[config.mk]
export PLATFORM = sky130hd
export DESIGN_NAME = alu_issue_stage
export DESIGN_NICKNAME = d
export VERILOG_FILES = /design/src/rtl/mips_pkg.sv /design/src/rtl/alu_issue_decode.sv /design/src/rtl/alu_issue_stage.sv
export SDC_FILE = /design/constraint.sdc
export NUM_CORES = 1
export LEC_CHECK = 0
export ABC_AREA = 1
export CAP_MARGIN = 20
export CORE_ASPECT_RATIO = 0.75
export CORE_MARGIN = 1.5
export CORE_UTILIZATION = 45
export CTS_BUF_LIST = sky130_fd_sc_hd__clkbuf_4 sky130_fd_sc_hd__clkbuf_8 sky130_fd_sc_hd__clkbuf_16
export DETAILED_ROUTE_END_ITERATION = 16
export PLACE_DENSITY = 0.81
export SLEW_MARGIN = 15
export SYNTH_ARGS = -nofsm -noshare
export SYNTH_HDL_FRONTEND = slang
export SYNTH_SLANG_ARGS = --single-unit
[constraint.sdc]
create_clock -name clk -period 2.11 [get_ports clk]
set_clock_uncertainty 0.15 [all_clocks]
set_input_delay 0.422 -clock clk [delete_from_list [all_inputs] [get_ports clk]]
set_output_delay 0.422 -clock clk [all_outputs]
set_load 0.005 [all_outputs]
[src/rtl/mips_pkg.sv]
// Shared MIPS decode definitions: ALU option codes, opcode/funct constants,
// the decoded issue bundle and small field-extension helpers.
package mips_pkg;

  // ALU option codes driven on the ALU option input
  localparam logic [3:0] OPT_AND  = 4'b0000;
  localparam logic [3:0] OPT_OR   = 4'b0001;
  localparam logic [3:0] OPT_ADD  = 4'b0010;
  localparam logic [3:0] OPT_XOR  = 4'b0011;
  localparam logic [3:0] OPT_SLL  = 4'b0100;
  localparam logic [3:0] OPT_SRL  = 4'b0101;
  localparam logic [3:0] OPT_SUB  = 4'b0110;
  localparam logic [3:0] OPT_SLT  = 4'b0111;
  localparam logic [3:0] OPT_MUL  = 4'b1000;
  localparam logic [3:0] OPT_DIV  = 4'b1001;
  localparam logic [3:0] OPT_SRA  = 4'b1010;
  localparam logic [3:0] OPT_NOR  = 4'b1100;
  localparam logic [3:0] OPT_LUI  = 4'b1101;
  localparam logic [3:0] OPT_BNE  = 4'b1110;
  localparam logic [3:0] OPT_MOVE = 4'b1111;

  // Primary opcodes (instr[31:26])
  localparam logic [5:0] OP_RTYPE = 6'h00;
  localparam logic [5:0] OP_BEQ   = 6'h04;
  localparam logic [5:0] OP_BNE   = 6'h05;
  localparam logic [5:0] OP_ADDI  = 6'h08;
  localparam logic [5:0] OP_ADDIU = 6'h09;
  localparam logic [5:0] OP_SLTI  = 6'h0A;
  localparam logic [5:0] OP_ANDI  = 6'h0C;
  localparam logic [5:0] OP_ORI   = 6'h0D;
  localparam logic [5:0] OP_XORI  = 6'h0E;
  localparam logic [5:0] OP_LUI   = 6'h0F;
  localparam logic [5:0] OP_LW    = 6'h23;
  localparam logic [5:0] OP_SW    = 6'h2B;

  // R-type function codes (instr[5:0])
  localparam logic [5:0] FN_SLL  = 6'h00;
  localparam logic [5:0] FN_SRL  = 6'h02;
  localparam logic [5:0] FN_SRA  = 6'h03;
  localparam logic [5:0] FN_SLLV = 6'h04;
  localparam logic [5:0] FN_SRLV = 6'h06;
  localparam logic [5:0] FN_MULT = 6'h18;
  localparam logic [5:0] FN_DIV  = 6'h1A;
  localparam logic [5:0] FN_ADD  = 6'h20;
  localparam logic [5:0] FN_ADDU = 6'h21;
  localparam logic [5:0] FN_SUB  = 6'h22;
  localparam logic [5:0] FN_SUBU = 6'h23;
  localparam logic [5:0] FN_AND  = 6'h24;
  localparam logic [5:0] FN_OR   = 6'h25;
  localparam logic [5:0] FN_XOR  = 6'h26;
  localparam logic [5:0] FN_NOR  = 6'h27;
  localparam logic [5:0] FN_SLT  = 6'h2A;

  typedef struct packed {
    logic [31:0] oprd1;
    logic [31:0] oprd2;
    logic [3:0]  option;
    logic [4:0]  dest_reg;
    logic        reg_write;
    logic        illegal;
  } issue_bundle_t;

  function automatic logic [31:0] sign_ext16(input logic [15:0] imm);
    return {{16{imm[15]}}, imm};
  endfunction

  function automatic logic [31:0] zero_ext16(input logic [15:0] imm);
    return {16'h0000, imm};
  endfunction

  function automatic issue_bundle_t make_bundle(
    input logic [3:0]  opt,
    input logic [31:0] a,
    input logic [31:0] b,
    input logic [4:0]  dst,
    input logic        wr
  );
    issue_bundle_t bnd;
    bnd.oprd1     = a;
    bnd.oprd2     = b;
    bnd.option    = opt;
    bnd.dest_reg  = dst;
    bnd.reg_write = wr;
    bnd.illegal   = 1'b0;
    return bnd;
  endfunction

  // Unknown encodings become an inert bundle: no write-back, zero operands.
  function automatic issue_bundle_t illegal_bundle();
    issue_bundle_t bnd;
    bnd           = '0;
    bnd.illegal   = 1'b1;
    return bnd;
  endfunction

endpackage

[src/rtl/alu_issue_decode.sv]
// Combinational MIPS instruction decoder: maps an instruction and its
// register read values onto the ALU operand pair, option and write-back info.
module alu_issue_decode
  import mips_pkg::*;
(
  input  logic [31:0]   i_instr,
  input  logic [31:0]   i_rs_val,
  input  logic [31:0]   i_rt_val,
  output issue_bundle_t o_bundle
);

  logic [5:0]    w_opcode;
  logic [5:0]    w_funct;
  logic [4:0]    w_rt_idx;
  logic [4:0]    w_rd_idx;
  logic [31:0]   w_se;
  logic [31:0]   w_ze;
  logic [31:0]   w_sh;
  logic          w_unused_rs_idx;
  issue_bundle_t w_bundle;

  assign w_opcode = i_instr[31:26];
  assign w_funct  = i_instr[5:0];
  assign w_rt_idx = i_instr[20:16];
  assign w_rd_idx = i_instr[15:11];
  assign w_se     = sign_ext16(i_instr[15:0]);
  assign w_ze     = zero_ext16(i_instr[15:0]);
  assign w_sh     = {27'd0, i_instr[10:6]};

  // The rs index is consumed by the register file, not by this decoder.
  assign w_unused_rs_idx = ^i_instr[25:21];

  // Decode table; SRA swaps operands because the ALU shifts oprd1 by oprd2[4:0].
  always_comb begin
    w_bundle = illegal_bundle();
    case (w_opcode)
      OP_RTYPE: begin
        case (w_funct)
          FN_ADD, FN_ADDU: w_bundle = make_bundle(OPT_ADD, i_rs_val, i_rt_val, w_rd_idx, 1'b1);
          FN_SUB, FN_SUBU: w_bundle = make_bundle(OPT_SUB, i_rs_val, i_rt_val, w_rd_idx, 1'b1);
          FN_AND:          w_bundle = make_bundle(OPT_AND, i_rs_val, i_rt_val, w_rd_idx, 1'b1);
          FN_OR:           w_bundle = make_bundle(OPT_OR,  i_rs_val, i_rt_val, w_rd_idx, 1'b1);
          FN_XOR:          w_bundle = make_bundle(OPT_XOR, i_rs_val, i_rt_val, w_rd_idx, 1'b1);
          FN_NOR:          w_bundle = make_bundle(OPT_NOR, i_rs_val, i_rt_val, w_rd_idx, 1'b1);
          FN_SLT:          w_bundle = make_bundle(OPT_SLT, i_rs_val, i_rt_val, w_rd_idx, 1'b1);
          FN_SLL:          w_bundle = make_bundle(OPT_SLL, w_sh,     i_rt_val, w_rd_idx, 1'b1);
          FN_SRL:          w_bundle = make_bundle(OPT_SRL, w_sh,     i_rt_val, w_rd_idx, 1'b1);
          FN_SRA:          w_bundle = make_bundle(OPT_SRA, i_rt_val, w_sh,     w_rd_idx, 1'b1);
          FN_SLLV:         w_bundle = make_bundle(OPT_SLL, i_rs_val, i_rt_val, w_rd_idx, 1'b1);
          FN_SRLV:         w_bundle = make_bundle(OPT_SRL, i_rs_val, i_rt_val, w_rd_idx, 1'b1);
          FN_MULT:         w_bundle = make_bundle(OPT_MUL, i_rs_val, i_rt_val, w_rd_idx, 1'b1);
          FN_DIV:          w_bundle = make_bundle(OPT_DIV, i_rs_val, i_rt_val, w_rd_idx, 1'b1);
          default:         w_bundle = illegal_bundle();
        endcase
      end
      OP_ADDI, OP_ADDIU: w_bundle = make_bundle(OPT_ADD, i_rs_val, w_se,     w_rt_idx, 1'b1);
      OP_SLTI:           w_bundle = make_bundle(OPT_SLT, i_rs_val, w_se,     w_rt_idx, 1'b1);
      OP_ANDI:           w_bundle = make_bundle(OPT_AND, i_rs_val, w_ze,     w_rt_idx, 1'b1);
      OP_ORI:            w_bundle = make_bundle(OPT_OR,  i_rs_val, w_ze,     w_rt_idx, 1'b1);
      OP_XORI:           w_bundle = make_bundle(OPT_XOR, i_rs_val, w_ze,     w_rt_idx, 1'b1);
      OP_LUI:            w_bundle = make_bundle(OPT_LUI, 32'd0,    w_ze,     w_rt_idx, 1'b1);
      OP_LW:             w_bundle = make_bundle(OPT_ADD, i_rs_val, w_se,     w_rt_idx, 1'b1);
      OP_SW:             w_bundle = make_bundle(OPT_ADD, i_rs_val, w_se,     w_rt_idx, 1'b0);
      OP_BEQ:            w_bundle = make_bundle(OPT_SUB, i_rs_val, i_rt_val, w_rt_idx, 1'b0);
      OP_BNE:            w_bundle = make_bundle(OPT_BNE, i_rs_val, i_rt_val, w_rt_idx, 1'b0);
      default:           w_bundle = illegal_bundle();
    endcase
  end

  assign o_bundle = w_bundle;

endmodule

[src/rtl/alu_issue_stage.sv]
// ALU issue stage: decodes an instruction into ALU operands/option and holds
// the result in a one-entry valid/ready register with flush and a saturating
// count of accepted illegal instructions.
module alu_issue_stage
  import mips_pkg::*;
#(
  parameter int ILL_CNT_W = 8
) (
  input  logic                 clk,
  input  logic                 rst_n,
  input  logic                 in_valid,
  output logic                 in_ready,
  input  logic [31:0]          instr,
  input  logic [31:0]          rs_val,
  input  logic [31:0]          rt_val,
  input  logic                 flush,
  output logic                 out_valid,
  input  logic                 out_ready,
  output logic [31:0]          oprd1,
  output logic [31:0]          oprd2,
  output logic [3:0]           option,
  output logic [4:0]           dest_reg,
  output logic                 reg_write,
  output logic                 illegal,
  output logic [ILL_CNT_W-1:0] ill_cnt
);

  localparam logic [ILL_CNT_W-1:0] CNT_MAX = '1;
  localparam logic [ILL_CNT_W-1:0] CNT_ONE = {{(ILL_CNT_W-1){1'b0}}, 1'b1};

  issue_bundle_t        w_dec;
  logic                 w_accept;
  logic                 r_valid;
  issue_bundle_t        r_bundle;
  logic [ILL_CNT_W-1:0] r_ill_cnt;

  alu_issue_decode u_decode (
    .i_instr  (instr),
    .i_rs_val (rs_val),
    .i_rt_val (rt_val),
    .o_bundle (w_dec)
  );

  // The slot can take new data when it is empty or being drained this cycle.
  assign in_ready = !r_valid || out_ready;
  assign w_accept = in_valid && in_ready;

  // Valid flag: flush wins over a same-cycle accept; a drained slot empties.
  always_ff @(posedge clk or negedge rst_n) begin
    if (!rst_n) begin
      r_valid <= 1'b0;
    end else if (flush) begin
      r_valid <= 1'b0;
    end else if (w_accept) begin
      r_valid <= 1'b1;
    end else if (out_ready) begin
      r_valid <= 1'b0;
    end
  end

  // Data register only loads on accept, so it holds stable under backpressure.
  always_ff @(posedge clk or negedge rst_n) begin
    if (!rst_n) begin
      r_bundle <= '0;
    end else if (w_accept) begin
      r_bundle <= w_dec;
    end
  end

  // Count accepted, non-flushed illegal instructions, saturating at all-ones.
  always_ff @(posedge clk or negedge rst_n) begin
    if (!rst_n) begin
      r_ill_cnt <= '0;
    end else if (w_accept && !flush && w_dec.illegal && (r_ill_cnt != CNT_MAX)) begin
      r_ill_cnt <= r_ill_cnt + CNT_ONE;
    end
  end

  assign out_valid = r_valid;
  assign oprd1     = r_bundle.oprd1;
  assign oprd2     = r_bundle.oprd2;
  assign option    = r_bundle.option;
  assign dest_reg  = r_bundle.dest_reg;
  assign reg_write = r_bundle.reg_write;
  assign illegal   = r_bundle.illegal;
  assign ill_cnt   = r_ill_cnt;

endmodule

== Word level (Yosys, flattened, before mapping) ==
Cells that the tools add are included.

* RAM bits: 0
* Latch bits: 0
* Bits in registers: 84
* Input port bits: 101
* Word-level logic and storage cells: 54
* Output and inout bits: 85
* Memories kept: 0
* ROM bits: 0

* Eq/ne operators: 27
* $lt $le $gt $ge: 0
* Reduce and logical (&&, ||, !) cells: 13
* Bitwise operators: 0
* Divide/modulo/power cells: 0
* Add/sub/neg operators: 1
* Multiply operators: 0
* Shift operators: 0
* Muxes and demuxes: 5

{| class="wikitable"
|+ Operators by type and width
! operator !! count
|-
| one-hot mux 75 bit (14 select lines) || 1
|-
| one-hot mux 75 bit (10 select lines) || 1
|-
| equality test 6 bit (second input constant) || 11
|-
| equality test 6 x 4 -> 1 bit (second input constant) || 7
|-
| equality test 6 x 3 -> 1 bit (second input constant) || 4
|-
| equality test 6 x 2 -> 1 bit (second input constant) || 2
|-
| equality test 6 x 5 -> 1 bit (second input constant) || 2
|-
| logical NOT 6 bit || 2
|-
| adder 8 x 1 -> 8 bit (second input constant) || 1
|-
| inequality test 8 bit (second input constant) || 1
|-
| logical AND 1 bit || 4
|-
| OR reduction 2 bit || 2
|-
| two-way mux 1 bit || 3
|-
| nonzero test 3 bit || 1
|-
| OR reduction 3 bit || 1
|-
| logical NOT 1 bit || 2
|-
| logical OR 1 bit || 1
|}

== Longest topological paths before layout ==
* Depth in word-level cells: 6
* Gate-level depth with buffers: 13
* Depth with buffers taken out: 12

== Cells and area by module ==
A second synthesis with hierarchy kept.

* Cells, all modules: 824
* Area, all modules: 5250.0 sq um

{| class="wikitable"
|+ By module, submodules not included
! module !! instances !! area each (sq um) !! sequential area each (sq um) !! cells an instance
|-
| alu_issue_stage || 1 || 3404.5 || 2102.0 || 398
|-
| alu_issue_decode || 1 || 1845.5 || 0.0 || 426
|}

== Worst setup path before layout ==
Ideal clock, no wire load.

* Path kind: input to register
* Start point: in instr[0]
* End point: reg r_ill_cnt[7] (netlist: ill_cnt[7])
* Data required time: 1.840 ns
* Stages on the path: 11
* Path buffers: 2
* Data arrival time: 1.535 ns
* Setup time: 0.120 ns
* Setup slack: 0.305 ns
* Path through: buf_4 -> nor2_1 -> nand3_1 -> nand2_2 -> nor2_4 -> nand3_4 -> nand2_4 -> nand3_2 -> buf_6 -> o21ai_1 -> nand2_1

* Longest elaborated chain between the ends: 6
* Elaborated cells between the ends (all ways): 22
* Those cells by class: eq/ne (15); mux (2); reduce/logical (5)

{| class="wikitable"
|+ RTL lines
! item !! RTL line !! text
|-
| start, declared || alu_issue_stage.sv:13 || <nowiki>input logic [31:0] instr,</nowiki>
|-
| equality test 6 bit || alu_issue_decode.sv:38 || <nowiki>case (w_funct)</nowiki>
|-
| OR reduction 2 bit || alu_issue_decode.sv:38 ||
|-
| one-hot mux 75 bit (14 select lines) (*) || alu_issue_decode.sv:38 ||
|-
| one-hot mux 75 bit (10 select lines) (*) || alu_issue_decode.sv:36 || <nowiki>case (w_opcode)</nowiki>
|-
| logical AND 1 bit (*) (2 in a row) || alu_issue_stage.sv:74 || <nowiki>end else if (w_accept && !flush && w_dec.illegal && (r_ill_cnt != CNT_MAX)) begin</nowiki>
|-
| end signal, assigned || alu_issue_stage.sv:75 || <nowiki>r_ill_cnt <= r_ill_cnt + CNT_ONE;</nowiki>
|-
| end, declared || alu_issue_stage.sv:35 || <nowiki>logic [ILL_CNT_W-1:0] r_ill_cnt;</nowiki>
|}

Every way passes the cells marked *; elsewhere a longest branch is shown, timed or not.
A chain may end at the register's enable or synchronous reset.

== Worst setup path after layout ==
* Start point: in out_ready
* End point: out in_ready

* Longest elaborated chain between the ends: 1

{| class="wikitable"
|+ RTL lines
! item !! RTL line !! text
|-
| start, declared || alu_issue_stage.sv:18 || <nowiki>input logic out_ready,</nowiki>
|-
| logical OR 1 bit || alu_issue_stage.sv:45 || <nowiki>assign in_ready = !r_valid || out_ready;</nowiki>
|-
| end, declared || alu_issue_stage.sv:12 || <nowiki>output logic in_ready,</nowiki>
|}

No other way between the ends.

==> results.yml <==
global_route:
  grt_start_max_net_pins: 45
  overflow: 0
  grt_pass1_wl_um: 26100
  grt_usage: 0.277
  grt_antenna_before_repair: 0
  grt_pass1_vias: 5139
sta:
  grt_setup_unrepaired: "true"
  fin_crit_ns: 2.07
  max_slew_margin: 0.730
  fin_ws_ns: 0.0369
  drv_slew: 0
  worst_pin_slew_ns: 0.404
  hold_viol: 0
  finalSetupViolations: 0
  min_period_over_period: 0.983
  clock.fmax_ghz: 0.482
worst_hold_path:
  holdPathEnd: "oprd1[8]"
  min_from: "oprd1[8]"
  min_path_type: "reg2reg"
  hold_depth: 2
cts:
  clock_latency_ns: 0.33
  cts_buffers: 9
  cts-root-buf: "clkbuf_16"
  cts.sinks: 84
  cts.reportedPaths.clkPinSlew_ns: 0.06
  clockBufferDepth: 2
  cts_tree: "yes"
  cts_max_level: 3
critical_path:
  critical_path.max_fanout: 3
  worst-path-buf-inv: 3
  crit_top_cell: "clkdlybuf4s50_1"
  crit_slowest_cell: "clkdlybuf4s50_1"
  r2r_start: "ill_cnt[0]"
  reg2regPathDepth: 9
  reg2reg_slack_ns: 0.25
  crit_type: "in2out"
  crit_family: "buffers and inverters"
  crit_path_start_kind: "input pin"
  required_ns: 1.54
  path_cells: "clkdlybuf4s50_1 > inv_1 > nand2_2 > clkdlybuf4s50_1"
  cp-end-kind: "output port"
  cpPeakStageDelay_ns: 0.50
  r2r-end: "ill_cnt[7]"
  worstPathArrival_ns: 1.50
logic_synthesis:
  synth_flop_cell: "dfrtp_1"
  ys_seq_area_frac: 0.417
  ys_warn_count: 0
  yosysTopAreaCell: "dfrtp_1"
  synth_cells: 740
  synthArstFlopShare: 1.00
  synth_edf_count: 0
  postSynthAreaPerCell_um2: 6.81
  synth.net_count: 842
  synthTopCellsByArea: "dfrtp_1 (42%), nand2_1 (32%), nand3_1 (3.7%)"
  ys_ff_latch: 84
  netlist_area_um2: 5040
  yosys.area.top_type_share: 0.417
  synth_cell_types: 33
route:
  vias_per_cell: 4.97
  vias: 5469
  wl_um: 16100
  drc: 0
  first_pass_iters: 5
  wire_per_inst_um: 14.6
  drt_iter0_markers: 372
  ant_nets: 0
flow_run:
  drv_cap: 0
floorplan:
  die-area_um2: 11800
  dieWidth_um: 125
  die-height_um: 94.6
  rows: 33
  pin_count: 186
  start_util: 0.462
  coreArea_um2: 10900
run_status:
  outcome: "completed"
layout:
  area_delta_synth_final_pct: 54.4
  fin_nets: 1057
  regArea_um2: 2100
  drive_gt1_frac: 0.111
  multi_input_area_um2: 2650
  fin_util: 0.713
  instances_no_fill: 1100
  diodes: 0
  nFillCells: 882
placed_design:
  place_ws_ns: -0.298
  place.port_buffers: 180
  dpl.cell_count: 1083
  place_congestion: 0.937
  hpwl_um: 12000
power:
  power_mw: 4.65
  peakVddDrop_uv: 397
  powerDensity_nw_per_um2: 598
  leakage_nw: 3.98
==> cells in the mapped netlist, types with 2 or more instances <==
cell / n
nor2_1: 12
nand4_1: 3
nor2_4: 4
nor3_1: 3
nand3_2: 3
xnor2_1: 3
a21boi_0: 23
nand3_1: 37
nand2_2: 5
nand2_1: 433
inv_1: 25
buf_4: 3
buf_2: 13
nor2_2: 6
nand2_4: 2
o21ai_0: 4
xor2_1: 3
o21ai_1: 31
a21oi_1: 3
dfrtp_1: 84
buf_1: 4
a21boi_1: 4
a22oi_1: 5
buf_6: 6
inv_2: 5
clkbuf_1: 9
==> worst max path at each step <==
stage                     depth (start not counted)       from    endpoint
after floorplan                                  11   instr[0]  ill_cnt[7]
after global placement                           11   instr[5]  ill_cnt[6]
after detailed placement                         12   instr[3]  ill_cnt[6]
after CTS                                         4  out_ready    in_ready
after global routing                             11  instr[28]    oprd2[0]
final                                             4  out_ready    in_ready
==> worst register-to-register path: cells and delay by family, from the launching register on <==
kind | cells | cell delay (ns)
simple gates | 6 | 0.69
buf+inv | 1 | 0.12
flops | 1 | 0.40
fa+ha+maj | 1 | 0.20
compound gates | 1 | 0.18
==> kinds of logic (layout without fill, tap and decap cells) <==
kind of cell,Yosys count,count (layout),synth area share
AOI/OAI and AO/OA,74,74,0.0924
DFF,84,84,0.417
xor gates and xnor gates,6,6,0.0104
adders and majority gates,1,1,0.00248
buffers and inverters,65,285,0.0628
and+or+nand+nor,510,510,0.415
==> where the power goes <==
part / switching (mW) / total (mW) / internal [mW]
registers: 0.115 / 1.87 / 1.75
logic: 0.515 / 1.15 / 0.637
clock network: 0.663 / 1.63 / 0.968
total: 1.29 / 4.65 / 3.36
==> cells in the final DEF, fill, tap and decap left out, types with 5 or more instances in the layout <==
cell             synthesis  final
inv_2                    5      5
dlymetal6s2s_1           0      5
nor2_2                   6      6
nor2_1                  12     12
dfrtp_1                 84     84
clkbuf_16                0      9
o21ai_1                 31     31
a21boi_0                23     23
inv_1                   25     24
clkdlybuf4s50_1          0    174
nand3_1                 37     36
a22oi_1                  5      5
nand2_2                  5      7
buf_12                   0     14
nand2_1                433    431
buf_4                    3     45
==> final cells by class <==
cell class,instances,area share
Clock buffer,11,0.0317
Timing Repair Buffer,239,0.313
Inverter,30,0.0148
Tap cell,140,0.0225
Sequential cell,84,0.270
Multi-Input combinational cell,591,0.340
Clock inverter,5,0.00772
==> routing by layer <==
layer	vias to the layer above	share of wire	track usage
met5	-	0	0
met4	0	0.010	0.0606
met1	2482	0.46	0.379
li1	2745	-	-
met3	15	0.095	0.0873
met2	227	0.43	0.432
==> per-stage QoR <==
stage / cell area (um^2) / TNS (ns) / hold slack (ns)
6_report: 7780 / 0 / 0.327
3_3_place_gp: 7420 / -12.87 / 0.228
2_1_floorplan: 5040 / 0 / -0.0236
5_1_grt: 7780 / -0.0209 / 0.351
4_1_cts: 7740 / 0 / 0.330
3_5_place_dp: 7420 / -16.77 / 0.230
==> what timing repair did <==
| item | 4_1_cts | 5_1_grt |
|---|---|---|
| buffers inserted | 0 | 0 |
| pin swaps | 0 | 1 |
| resized for setup | 1 | 10 |
| hold buffers | 1 | 0 |
| setup endpoints to repair | 1 | 43 |
| endpoints found under the hold margin | 29 | 0 |
No activity file was read; power rests on OpenSTA's default activity.
